<file path="src/rtl/v810_ifq_if.sv">
// Bus bundle for v810_ifq: EU instruction fetch port plus decoder-facing queue port.
// master = fetch queue side, slave = memory unit / decoder / branch unit side.
interface v810_ifq_if;
    logic [31:0] EUIA;
    logic        EUIREQ;
    logic        EUIACK;
    logic [31:0] EUID;
    logic        BR_VALID;
    logic [31:0] BR_TARGET;
    logic [31:0] IQ_D;
    logic [1:0]  IQ_HV;
    logic [31:0] IQ_PC;
    logic [1:0]  IQ_TAKE;

    modport master (
        output EUIA, EUIREQ, IQ_D, IQ_HV, IQ_PC,
        input  EUIACK, EUID, BR_VALID, BR_TARGET, IQ_TAKE
    );

    modport slave (
        input  EUIA, EUIREQ, IQ_D, IQ_HV, IQ_PC,
        output EUIACK, EUID, BR_VALID, BR_TARGET, IQ_TAKE
    );
endinterface

</file>
<file path="src/rtl/v810_ifq.sv">
// v810_ifq: halfword instruction fetch queue with branch redirect and fetch drop.
// Define IFQ_BYPASS_EN to forward ack data straight to the decoder when the queue is empty.
module v810_ifq #(
    parameter int unsigned DEPTH_HW = 4,
    parameter logic [31:0] RESET_PC = 32'hFFFF_FFF0
) (
    input  logic       CLK,
    input  logic       RES,
    input  logic       CE,
    v810_ifq_if.master bus
);
    localparam int unsigned AW = $clog2(DEPTH_HW);
    localparam int unsigned CW = AW + 1;
    // A request may only go out while at least two halfword slots are free.
    localparam logic [CW-1:0] REQ_MAX_CNT = CW'(DEPTH_HW - 2);

    typedef enum logic [1:0] {F_IDLE, F_REQ, F_DROP} fstate_t;

    fstate_t       r_state;
    fstate_t       w_state_nx;
    logic [15:0]   r_mem [DEPTH_HW];
    logic [AW-1:0] r_rptr;
    logic [AW-1:0] r_wptr;
    logic [CW-1:0] r_count;
    logic [31:1]   r_fa;
    logic [31:0]   r_pc;

    logic          w_ack_q;
    logic          w_byp;
    logic [1:0]    w_take;
    logic [1:0]    w_deq;
    logic [1:0]    w_add;
    logic [15:0]   w_h0;
    logic [15:0]   w_h1;
    logic [CW-1:0] w_count_nx;
    logic [AW-1:0] w_rptr1;
    logic [AW-1:0] w_wptr1;

    assign w_rptr1 = r_rptr + 1'b1;
    assign w_wptr1 = r_wptr + 1'b1;

    always_comb begin
        w_take  = bus.BR_VALID ? 2'd0 : bus.IQ_TAKE;
        w_ack_q = (r_state == F_REQ) && bus.EUIACK && !bus.BR_VALID;
        w_h0    = r_fa[1] ? bus.EUID[31:16] : bus.EUID[15:0];
        w_h1    = bus.EUID[31:16];
        w_add   = !w_ack_q ? 2'd0 : (r_fa[1] ? 2'd1 : 2'd2);
        w_byp   = 1'b0;
`ifdef IFQ_BYPASS_EN
        // Forwarded halfwords the decoder takes right away never enter the buffer.
        w_byp = w_ack_q && (r_count == '0);
        if (w_byp) begin
            if (w_take == 2'd1) w_h0 = w_h1;
            w_add = w_add - w_take;
        end
`endif
        w_deq      = w_byp ? 2'd0 : w_take;
        w_count_nx = r_count - CW'(w_deq) + CW'(w_add);
    end

    always_comb begin
        w_state_nx = r_state;
        unique case (r_state)
            F_IDLE: if (!bus.BR_VALID && (r_count <= REQ_MAX_CNT)) w_state_nx = F_REQ;
            F_REQ: begin
                if (bus.BR_VALID)    w_state_nx = bus.EUIACK ? F_REQ : F_DROP;
                else if (bus.EUIACK) w_state_nx = (w_count_nx <= REQ_MAX_CNT) ? F_REQ : F_IDLE;
            end
            F_DROP: if (bus.EUIACK) w_state_nx = F_REQ;
            default: w_state_nx = F_IDLE;
        endcase
    end

    always_comb begin
        bus.EUIREQ = (r_state == F_REQ) || (r_state == F_DROP);
        bus.EUIA   = {r_fa[31:2], 2'b00};
        bus.IQ_PC  = r_pc;
        bus.IQ_D   = {r_mem[w_rptr1], r_mem[r_rptr]};
        bus.IQ_HV  = (r_count >= CW'(2)) ? 2'd2 : r_count[1:0];
`ifdef IFQ_BYPASS_EN
        if (w_ack_q && (r_count == '0)) begin
            bus.IQ_D  = r_fa[1] ? {16'h0000, bus.EUID[31:16]} : bus.EUID;
            bus.IQ_HV = r_fa[1] ? 2'd1 : 2'd2;
        end
`endif
    end

    always_ff @(posedge CLK) begin
        if (CE) begin
            if (RES) begin
                r_state <= F_IDLE;
                r_count <= '0;
                r_rptr  <= '0;
                r_wptr  <= '0;
                r_fa    <= RESET_PC[31:1];
                r_pc    <= RESET_PC;
            end else begin
                r_state <= w_state_nx;
                if (bus.BR_VALID) begin
                    r_count <= '0;
                    r_rptr  <= '0;
                    r_wptr  <= '0;
                    r_fa    <= bus.BR_TARGET[31:1];
                    r_pc    <= {bus.BR_TARGET[31:1], 1'b0};
                end else begin
                    r_count <= w_count_nx;
                    r_rptr  <= r_rptr + AW'(w_deq);
                    r_wptr  <= r_wptr + AW'(w_add);
                    r_pc    <= r_pc + {29'd0, w_take, 1'b0};
                    // After a misaligned first fetch, continue on the next aligned word.
                    if (w_ack_q) r_fa <= {r_fa[31:2] + 30'd1, 1'b0};
                end
            end
        end
    end

    always_ff @(posedge CLK) begin
        if (CE && !RES && (w_add != 2'd0)) begin
            r_mem[r_wptr] <= w_h0;
            if (w_add == 2'd2) r_mem[w_wptr1] <= w_h1;
        end
    end

    a_take_le_hv: assert property (@(posedge CLK)
        (CE && !RES && !bus.BR_VALID) |-> (bus.IQ_TAKE <= bus.IQ_HV))
        else $fatal(1, "v810_ifq: IQ_TAKE larger than IQ_HV");
endmodule

</file>
<file path="src/flat_wrapper.sv">
// flat-port wrapper written by rule: the top's interface ports become plain ports
module v810_ifq_flat 
#(
    parameter int unsigned DEPTH_HW = 4,
    parameter logic [31:0] RESET_PC = 32'hFFFF_FFF0
)
  (CLK, RES, CE, bus_EUIA, bus_EUIREQ, bus_IQ_D, bus_IQ_HV, bus_IQ_PC, bus_EUIACK, bus_EUID, bus_BR_VALID, bus_BR_TARGET, bus_IQ_TAKE);
  v810_ifq_if bus_i ();
  input  logic CLK;
  input  logic RES;
  input  logic CE;
  output wire logic [$bits(bus_i.EUIA)-1:0] bus_EUIA;
  output wire logic [$bits(bus_i.EUIREQ)-1:0] bus_EUIREQ;
  output wire logic [$bits(bus_i.IQ_D)-1:0] bus_IQ_D;
  output wire logic [$bits(bus_i.IQ_HV)-1:0] bus_IQ_HV;
  output wire logic [$bits(bus_i.IQ_PC)-1:0] bus_IQ_PC;
  input wire logic [$bits(bus_i.EUIACK)-1:0] bus_EUIACK;
  input wire logic [$bits(bus_i.EUID)-1:0] bus_EUID;
  input wire logic [$bits(bus_i.BR_VALID)-1:0] bus_BR_VALID;
  input wire logic [$bits(bus_i.BR_TARGET)-1:0] bus_BR_TARGET;
  input wire logic [$bits(bus_i.IQ_TAKE)-1:0] bus_IQ_TAKE;
  assign bus_EUIA = bus_i.EUIA;
  assign bus_EUIREQ = bus_i.EUIREQ;
  assign bus_IQ_D = bus_i.IQ_D;
  assign bus_IQ_HV = bus_i.IQ_HV;
  assign bus_IQ_PC = bus_i.IQ_PC;
  assign bus_i.EUIACK = bus_EUIACK;
  assign bus_i.EUID = bus_EUID;
  assign bus_i.BR_VALID = bus_BR_VALID;
  assign bus_i.BR_TARGET = bus_BR_TARGET;
  assign bus_i.IQ_TAKE = bus_IQ_TAKE;
  v810_ifq #(.DEPTH_HW(DEPTH_HW), .RESET_PC(RESET_PC)) u_core (.CLK(CLK), .RES(RES), .CE(CE), .bus(bus_i));
endmodule
</file>
<file path="config.mk">
export PLATFORM = sky130hd
export DESIGN_NAME = v810_ifq_flat
export DESIGN_NICKNAME = d
export VERILOG_FILES = /design/src/rtl/v810_ifq_if.sv /design/src/rtl/v810_ifq.sv /design/src/flat_wrapper.sv
export SDC_FILE = /design/constraint.sdc
export NUM_CORES = 1
export LEC_CHECK = 0
export CAP_MARGIN = 20
export CELL_PAD_IN_SITES_DETAIL_PLACEMENT = 1
export CELL_PAD_IN_SITES_GLOBAL_PLACEMENT = 1
export CORE_ASPECT_RATIO = 0.9
export CORE_UTILIZATION = 25
export DETAILED_ROUTE_END_ITERATION = 8
export PLACE_DENSITY = 0.59
export REMOVE_ABC_BUFFERS = 1
export SLEW_MARGIN = 20
export SYNTH_ARGS = -nofsm -noshare
export SYNTH_HDL_FRONTEND = slang
export SYNTH_SLANG_ARGS = --single-unit
</file>
<file path="constraint.sdc">
create_clock -name CLK -period 5.1 [get_ports CLK]
set_clock_uncertainty 0.2 [all_clocks]
set_input_delay 1.02 -clock CLK [delete_from_list [all_inputs] [get_ports CLK]]
set_output_delay 1.02 -clock CLK [all_outputs]
set_load 0.005 [all_outputs]
</file>
==> results of run 1 <==
[power by group through the flow]
stage | sequential (mW) | combinational [mW] | clock (mW)
4_1_cts | 1.34 | 0.479 | 1.27
5_1_grt | 1.34 | 0.510 | 1.31
6_report | 1.34 | 0.473 | 1.24
2_1_floorplan | 1.36 | 0.216 | 0
3_3_place_gp | 1.36 | 0.469 | 0
3_5_place_dp | 1.36 | 0.475 | 0
[stage by stage]
step                worst slack (ns)  power, mW  hold slack, ns
floorplan                     0.2784      1.571          0.4694
global placement              0.5221      1.831          0.4808
detailed placement            0.4756      1.839          0.4711
CTS                           0.9515      3.091          0.4880
global route                  0.7909      3.163          0.5106
finish                        0.9406      3.058          0.4840
[worst paths after layout]
kind	to	slack (ns)	cells after the start
worst max-delay path	u_core.bus.IQ_PC[27]$_SDFFCE_PP1P_	0.94	9
worst min-delay path	u_core.bus.IQ_PC[1]$_SDFFCE_PP0P_	0.48	2
worst max register to register	u_core.r_state[0]$_SDFFCE_PP0P_	1.88	10
worst min register to register	u_core.bus.IQ_PC[1]$_SDFFCE_PP0P_	0.48	2
[layer usage]
metal | GRT usage | routed length [um]
met3 | 0.02547 | 986
met2 | 0.2614 | 13890
met5 | 0 | 0
met1 | 0.2174 | 13120
met4 | 0.04683 | 456
[worst min-delay path, cell delays in order, from the launching register on]
cell and delay [ns]:
edfxtp_1 0.35, ha_1 0.14, a21o_1 0.09
[cell type report]
class                           count  area share
Clock buffer                       18     0.03868
Sequential cell                   137      0.3690
Inverter                           18    0.006090
Multi-Input combinational cell    495      0.3609
Tap cell                          462     0.05210
Antenna cell                        1   0.0002256
Timing Repair Buffer              183      0.1606
Clock inverter                     14     0.01241
[logic make-up (layout without fill, tap and decap cells)]
logic type	Yosys count	after routing	share of synthesized area
AOI/OAI and AO/OA	91	91	0.07329
xor gates and xnor gates	22	22	0.02244
adders and majority gates	14	14	0.02302
buffers and inverters	93	233	0.06003
DFF	137	137	0.4768
muxes	98	98	0.1748
other	1	4	0.0004367
and+or+nand+nor	267	267	0.1692
[Yosys cell counts, types with 11 or more instances]
| cell type | instances | share of area |
|---|---|---|
| inv_1 | 17 | 0.0074 |
| and2_1 | 11 | 0.0080 |
| mux2_2 | 56 | 0.073 |
| buf_4 | 34 | 0.030 |
| a21oi_1 | 22 | 0.013 |
| nand4_1 | 12 | 0.0087 |
| a311oi_1 | 15 | 0.015 |
| xnor2_1 | 16 | 0.016 |
| and4_1 | 15 | 0.015 |
| nand3_1 | 23 | 0.013 |
| and3_1 | 11 | 0.0080 |
| o21ai_0 | 11 | 0.0064 |
| nor3_1 | 64 | 0.037 |
| nor2_1 | 42 | 0.018 |
| mux4_2 | 32 | 0.084 |
| nor4_1 | 19 | 0.014 |
| ha_1 | 11 | 0.016 |
| clkbuf_1 | 27 | 0.012 |
| nand2_1 | 44 | 0.019 |
| edfxtp_1 | 135 | 0.47 |
[sequential cells by signal, summed over array words and instances, names as in the netlist, named ones only]
signal	flops
u_core.r_count	3
u_core.bus.IQ_PC	31
u_core.r_rptr	2
u_core.r_fa	31
u_core.r_state	2
u_core.r_mem	64
u_core.r_wptr	2
==> impl_results.md, run 1 <==
- Status: finished clean
- Placed Instances: 1295
- Reg2reg start: u_core.r_state[1]$_SDFFCE_PP0P_
- Buf+Inv Stages, Crit Path: 2
- Dpl cell area: 0.01053 mm2
- Worst-path clk slew: 0.07 ns
- Reg area: 0.004094 mm2
- # clock sinks: 137
- Synth unique cells: 60
- Family with the most delay on the worst path: simple AND/OR/NAND/NOR gates
- Post CTS Setup Buffer Count: 0
- Worst hold start: u_core.bus.IQ_PC[1]$_SDFFCE_PP0P_
- Resized Gates After CTS: 0
- Static Leak: 3.603 nW
- Slew HR: 0.3135
- Crit end category: register
- Sw Ratio: 0.2733
- Root buf cell: clkbuf_16
- CP most frequent cell: or4_1
- Setup violators final: 0
- Setup TNS: 0 ns
- Die ar.: 0.03509 mm2
- Slowest cell on the critical path: or4_1
- Largest net degree at the start of global routing: 45
- Die width: 197.4 um
- Pre-antenna DRT Iters: 4
- Clk pwr share: 0.407
- I/O Buffers: 165
- Cell Int Power: 2.222 mW
- Die Ht: 177.8 um
- Commonest non-fill, non-tap cell in the layout: clkdlybuf4s50_1
- Initial core utilization: 0.2535
- Most frequent cells in the layout: clkdlybuf4s50_1, edfxtp_1, nor3_1, mux2_2, nand2_1
- Worst setup SP type: input pin
- DR vias: 6618
- WP data required: 5.19 ns
- Ys async rst share: 0
- # fillers: 3724
- Worst Tran Pin Value: 1.020 ns
- Pwr/cell area: 275.6 mW/mm2
- Crit. Startpoint: bus_BR_VALID
- Cells after Synth: 723
- Worst Hold Class: reg -> reg
- Grt total ovfl: 0
- Initial DRC count: 353
- Prevailing post-synth register cell: edfxtp_1
- Total Wirelength: 28450 um
- Crit path DAT: 4.25 ns
- Core Area: 0.03387 mm2
- Nets@finish: 937
- Multi-input gate area: 0.004004 mm2
- Vias in the first global route: 6562
- Row Count: 64
- RSZ-0062 raised after global routing: no
- P&R area growth vs syn: 29.20%
- Final hold vios: 0
- Syn_area_per_cell: 11.88 um2
- Crit path max fanout: 7
- Final HPWL DP: 19950 um
- CTS Buffer Depth: 2
- Critical path type: in -> reg
- Initial antenna violation count: 1
- Final Util: 0.3275
- Achievable Freq: 0.2404 GHz
- Placer Congestion: 0.8044
- Max cap viols: 0
- CTS tree: built
- Yosys reg bits: 137
- Worst path cell trace: clkdlybuf4s50_1 -> nor2b_1 -> ha_1 -> inv_1 -> fa_1 -> nand4b_2 -> or4_1 -> or4_1 -> a31oi_1
- Sequential power share: 0.438
- Total Routing Usage GR: 0.1600
- First-pass GRT wire length: 41590 um
- Via/cell ratio: 4.983
- CTS H-tree lvls: 4
- Net Sw Power: 0.8356 mW
- Boundary pin count: 170
- Number of max-slew violations in the final report: 0
- Syn. warnings: 0
- Number of synthesized flops with an enable pin: 135
- Num CTS Buffers: 17
- Routed Antenna Nets: 0
- Logic pwr share: 0.155
- CP peak stage delay: 0.73 ns
- Clk_lat worst skew: 0.44 ns
- Non-Filler Instances: 1328
- Layout Cell Area excl Fill: 0.01109 mm2
- Fraction of layout cells with a size suffix above 1: 0.1850
- Min Clock Period, post-route: 4.159 ns
- Max VDD drop: 0.2405 mV
- Mapped Area: 0.008587 mm2
- Detailed-route DRC error count: 0
- Tcrit/Tclk final: 0.8156
- Routed wire length per instance: 21.42 um
- Hold-fix buffers at CTS: 0
- Register area share after synthesis: 0.4768
(Power assumes the default switching activity.)
==> run 2, diff against run 1 <==
==> constraint.sdc (replaced) <==
create_clock -name CLK -period 4.4 [get_ports CLK]
set_clock_uncertainty 0.2 [all_clocks]
set_input_delay 0.88 -clock CLK [delete_from_list [all_inputs] [get_ports CLK]]
set_output_delay 0.88 -clock CLK [all_outputs]
set_load 0.005 [all_outputs]
==> run 2 against run 1 <==
Compared with the run above:
- sequential share of layout area shrank 0.16 points
- clock-buffer cell count shrank 1
- non-clock buffer count grew 7
- clock power grew 13%
- combinational power grew 17%
- cell area grew 0.43%
- critical path type unchanged
- largest cell class unchanged
- largest power group unchanged
- highest routed layer unchanged
==> impl_results.md, run 2 (same netlist as run 1, synthesis figures left out) <==
- Max cap viols: 0 (unchanged)
- Post CTS Setup Buffer Count: 0 (unchanged)
- Grt total ovfl: 0 (unchanged)
- Worst setup SP type: input pin
- Worst Hold Class: reg -> reg
- # fillers: 3704 (-0.54%)
- Number of max-slew violations in the final report: 0 (unchanged)
- Row Count: 64 (unchanged)
- Detailed-route DRC error count: 0 (unchanged)
- Total Routing Usage GR: 0.1610 (+0.0009568)
- Critical path type: in -> reg
- Slew HR: 0.3508 (+0.03732)
- Crit. Startpoint: bus_BR_VALID
- Min Clock Period, post-route: 3.885 ns
- DR vias: 6624 (+0.091%)
- Via/cell ratio: 4.958 (-0.51%)
- First-pass GRT wire length: 42120 um (+1.3%)
- Setup violators final: 0 (unchanged)
- Root buf cell: clkbuf_16
- Initial antenna violation count: 2 (+1)
- RSZ-0062 raised after global routing: no
- Tcrit/Tclk final: 0.8829
- Multi-input gate area: 0.004004 mm2 (unchanged)
- Die Ht: 177.8 um (unchanged)
- Final hold vios: 0 (unchanged)
- Total Wirelength: 28040 um (-1.5%)
- Static Leak: 3.636 nW (+0.91%)
- Core Area: 0.03387 mm2 (unchanged)
- Initial core utilization: 0.2535 (unchanged)
- Clk_lat worst skew: 0.43 ns (about the same)
- CTS H-tree lvls: 4 (unchanged)
- Achievable Freq: 0.2574 GHz
- Vias in the first global route: 6682 (+1.8%)
- P&R area growth vs syn: 29.75%
- # clock sinks: 137 (unchanged)
- Commonest non-fill, non-tap cell in the layout: clkdlybuf4s50_1
- Hold-fix buffers at CTS: 0 (unchanged)
- Overall Power: 3.502 mW (+15%)
- Status: finished clean
- Layout Cell Area excl Fill: 0.01114 mm2 (+0.43%)
- Nets@finish: 944 (+0.75%)
- Boundary pin count: 170 (unchanged)
- Crit path DAT: 3.92 ns (-0.33 ns)
- Crit end category: register
- Die ar.: 0.03509 mm2 (unchanged)
- Worst Tran Pin Value: 0.9724 ns (-0.04790 ns)
- Buf+Inv Stages, Crit Path: 2 (unchanged)
- Resized Gates After CTS: 0 (unchanged)
- Initial DRC count: 368 (+4.2%)
- WP data required: 4.43 ns (-0.76 ns)
- Max VDD drop: 0.2326 mV (-3.3%)
- I/O Buffers: 165 (unchanged)
- Worst-path clk slew: 0.07 ns (about the same)
- Largest net degree at the start of global routing: 37 (-18%)
- Worst path cell trace: clkdlybuf4s50_1 -> buf_4 -> nand3b_4 -> nand2b_1 -> fa_1 -> fa_1 -> xnor2_1 -> xnor2_1 -> a31oi_1 -> nor4_1
- Family with the most delay on the worst path: adder cells
- Worst hold start: u_core.bus.IQ_PC[1]$_SDFFCE_PP0P_
- Fraction of layout cells with a size suffix above 1: 0.1938 (+0.008836)
- Biggest register: u_core.r_mem
- CP peak stage delay: 0.63 ns (-0.10 ns)
- CTS Buffer Depth: 2 (unchanged)
- Final HPWL DP: 20140 um (+0.95%)
- Max reg flops: 64 (unchanged)
- Die width: 197.4 um (unchanged)
- CTS tree: built
- Setup TNS: 0 ns (unchanged)
- Num CTS Buffers: 17 (unchanged)
- Crit path max fanout: 16 (+9)
- Dpl cell area: 0.01057 mm2 (+0.43%)
- Most frequent cells in the layout: clkdlybuf4s50_1, edfxtp_1, nor3_1, mux2_2, nand2_1
- Pwr/cell area: 314.3 mW/mm2 (+14%)
- Reg2reg start: u_core.r_state[1]$_SDFFCE_PP0P_
- Routed wire length per instance: 20.98 um (-2.1%)
- Slowest cell on the critical path: clkdlybuf4s50_1
- Placer Congestion: 0.8338 (+3.7%)
- Reg area: 0.004094 mm2 (unchanged)
- Routed Antenna Nets: 0 (unchanged)
- Pre-antenna DRT Iters: 4 (unchanged)
run 2: metal layers:
metal / vias to the layer above / wire length, um / GRT usage / share of wire
li1: 3064 / - / - / -
met1: 3389 / 13090 / 0.2209 / 0.47
met2: 143 / 13530 / 0.2595 / 0.48
met3: 28 / 900 / 0.02376 / 0.032
met4: 0 / 516 / 0.05200 / 0.018
met5: - / 0 / 0 / 0
run 2: path summary, 6_finish.rpt:
kind | endpoint | slack, ns | depth (start not counted)
worst max-delay path | u_core.r_state[0]$_SDFFCE_PP0P_ | 0.52 | 10
worst min register to register | u_core.bus.IQ_PC[1]$_SDFFCE_PP0P_ | 0.49 | 2
worst max register to register | u_core.r_state[0]$_SDFFCE_PP0P_ | 1.11 | 10
worst min-delay path | u_core.bus.IQ_PC[1]$_SDFFCE_PP0P_ | 0.49 | 2
run 2: tightest hold or removal path, delay by kind of cell, from the launching register on:
family	cells	cell delay (ns)
adder cells (fa/ha/maj)	1	0.14
AO/OA/AOI/OAI	1	0.09
flip-flops	1	0.36
run 2: through the flow:
| stage | std cells | util | hold WS (ns) | worst slack [ns] |
|---|---|---|---|---|
| finish | 1336 | 0.3289 | 0.4874 | 0.5150 |
| detailed placement | 1301 | 0.3121 | 0.4739 | 0.09035 |
| global route | 1336 | 0.3289 | 0.5340 | 0.3429 |
| CTS | 1333 | 0.3286 | 0.4899 | 0.5497 |
| floorplan | 650 | - | 0.4694 | -0.2816 |
| global placement | 1301 | 0.3121 | 0.4713 | 0.2294 |
run 2: layout make-up:
cell class                 count  area share
sequential                   137      0.3674
multi-input combinational    495      0.3593
timing repair buffer         190      0.1644
tap                          462     0.05188
clock buffer                  17     0.03818
clock inverter                15     0.01224
inverter                      18    0.006064
antenna                        2   0.0004492
run 2: report_power, final:
group,total (mW),internal [mW],switching [mW]
Combinational,0.552,0.298,0.254
Sequential,1.55,1.49,0.0620
Clock,1.40,0.745,0.655
Total,3.50,2.53,0.971
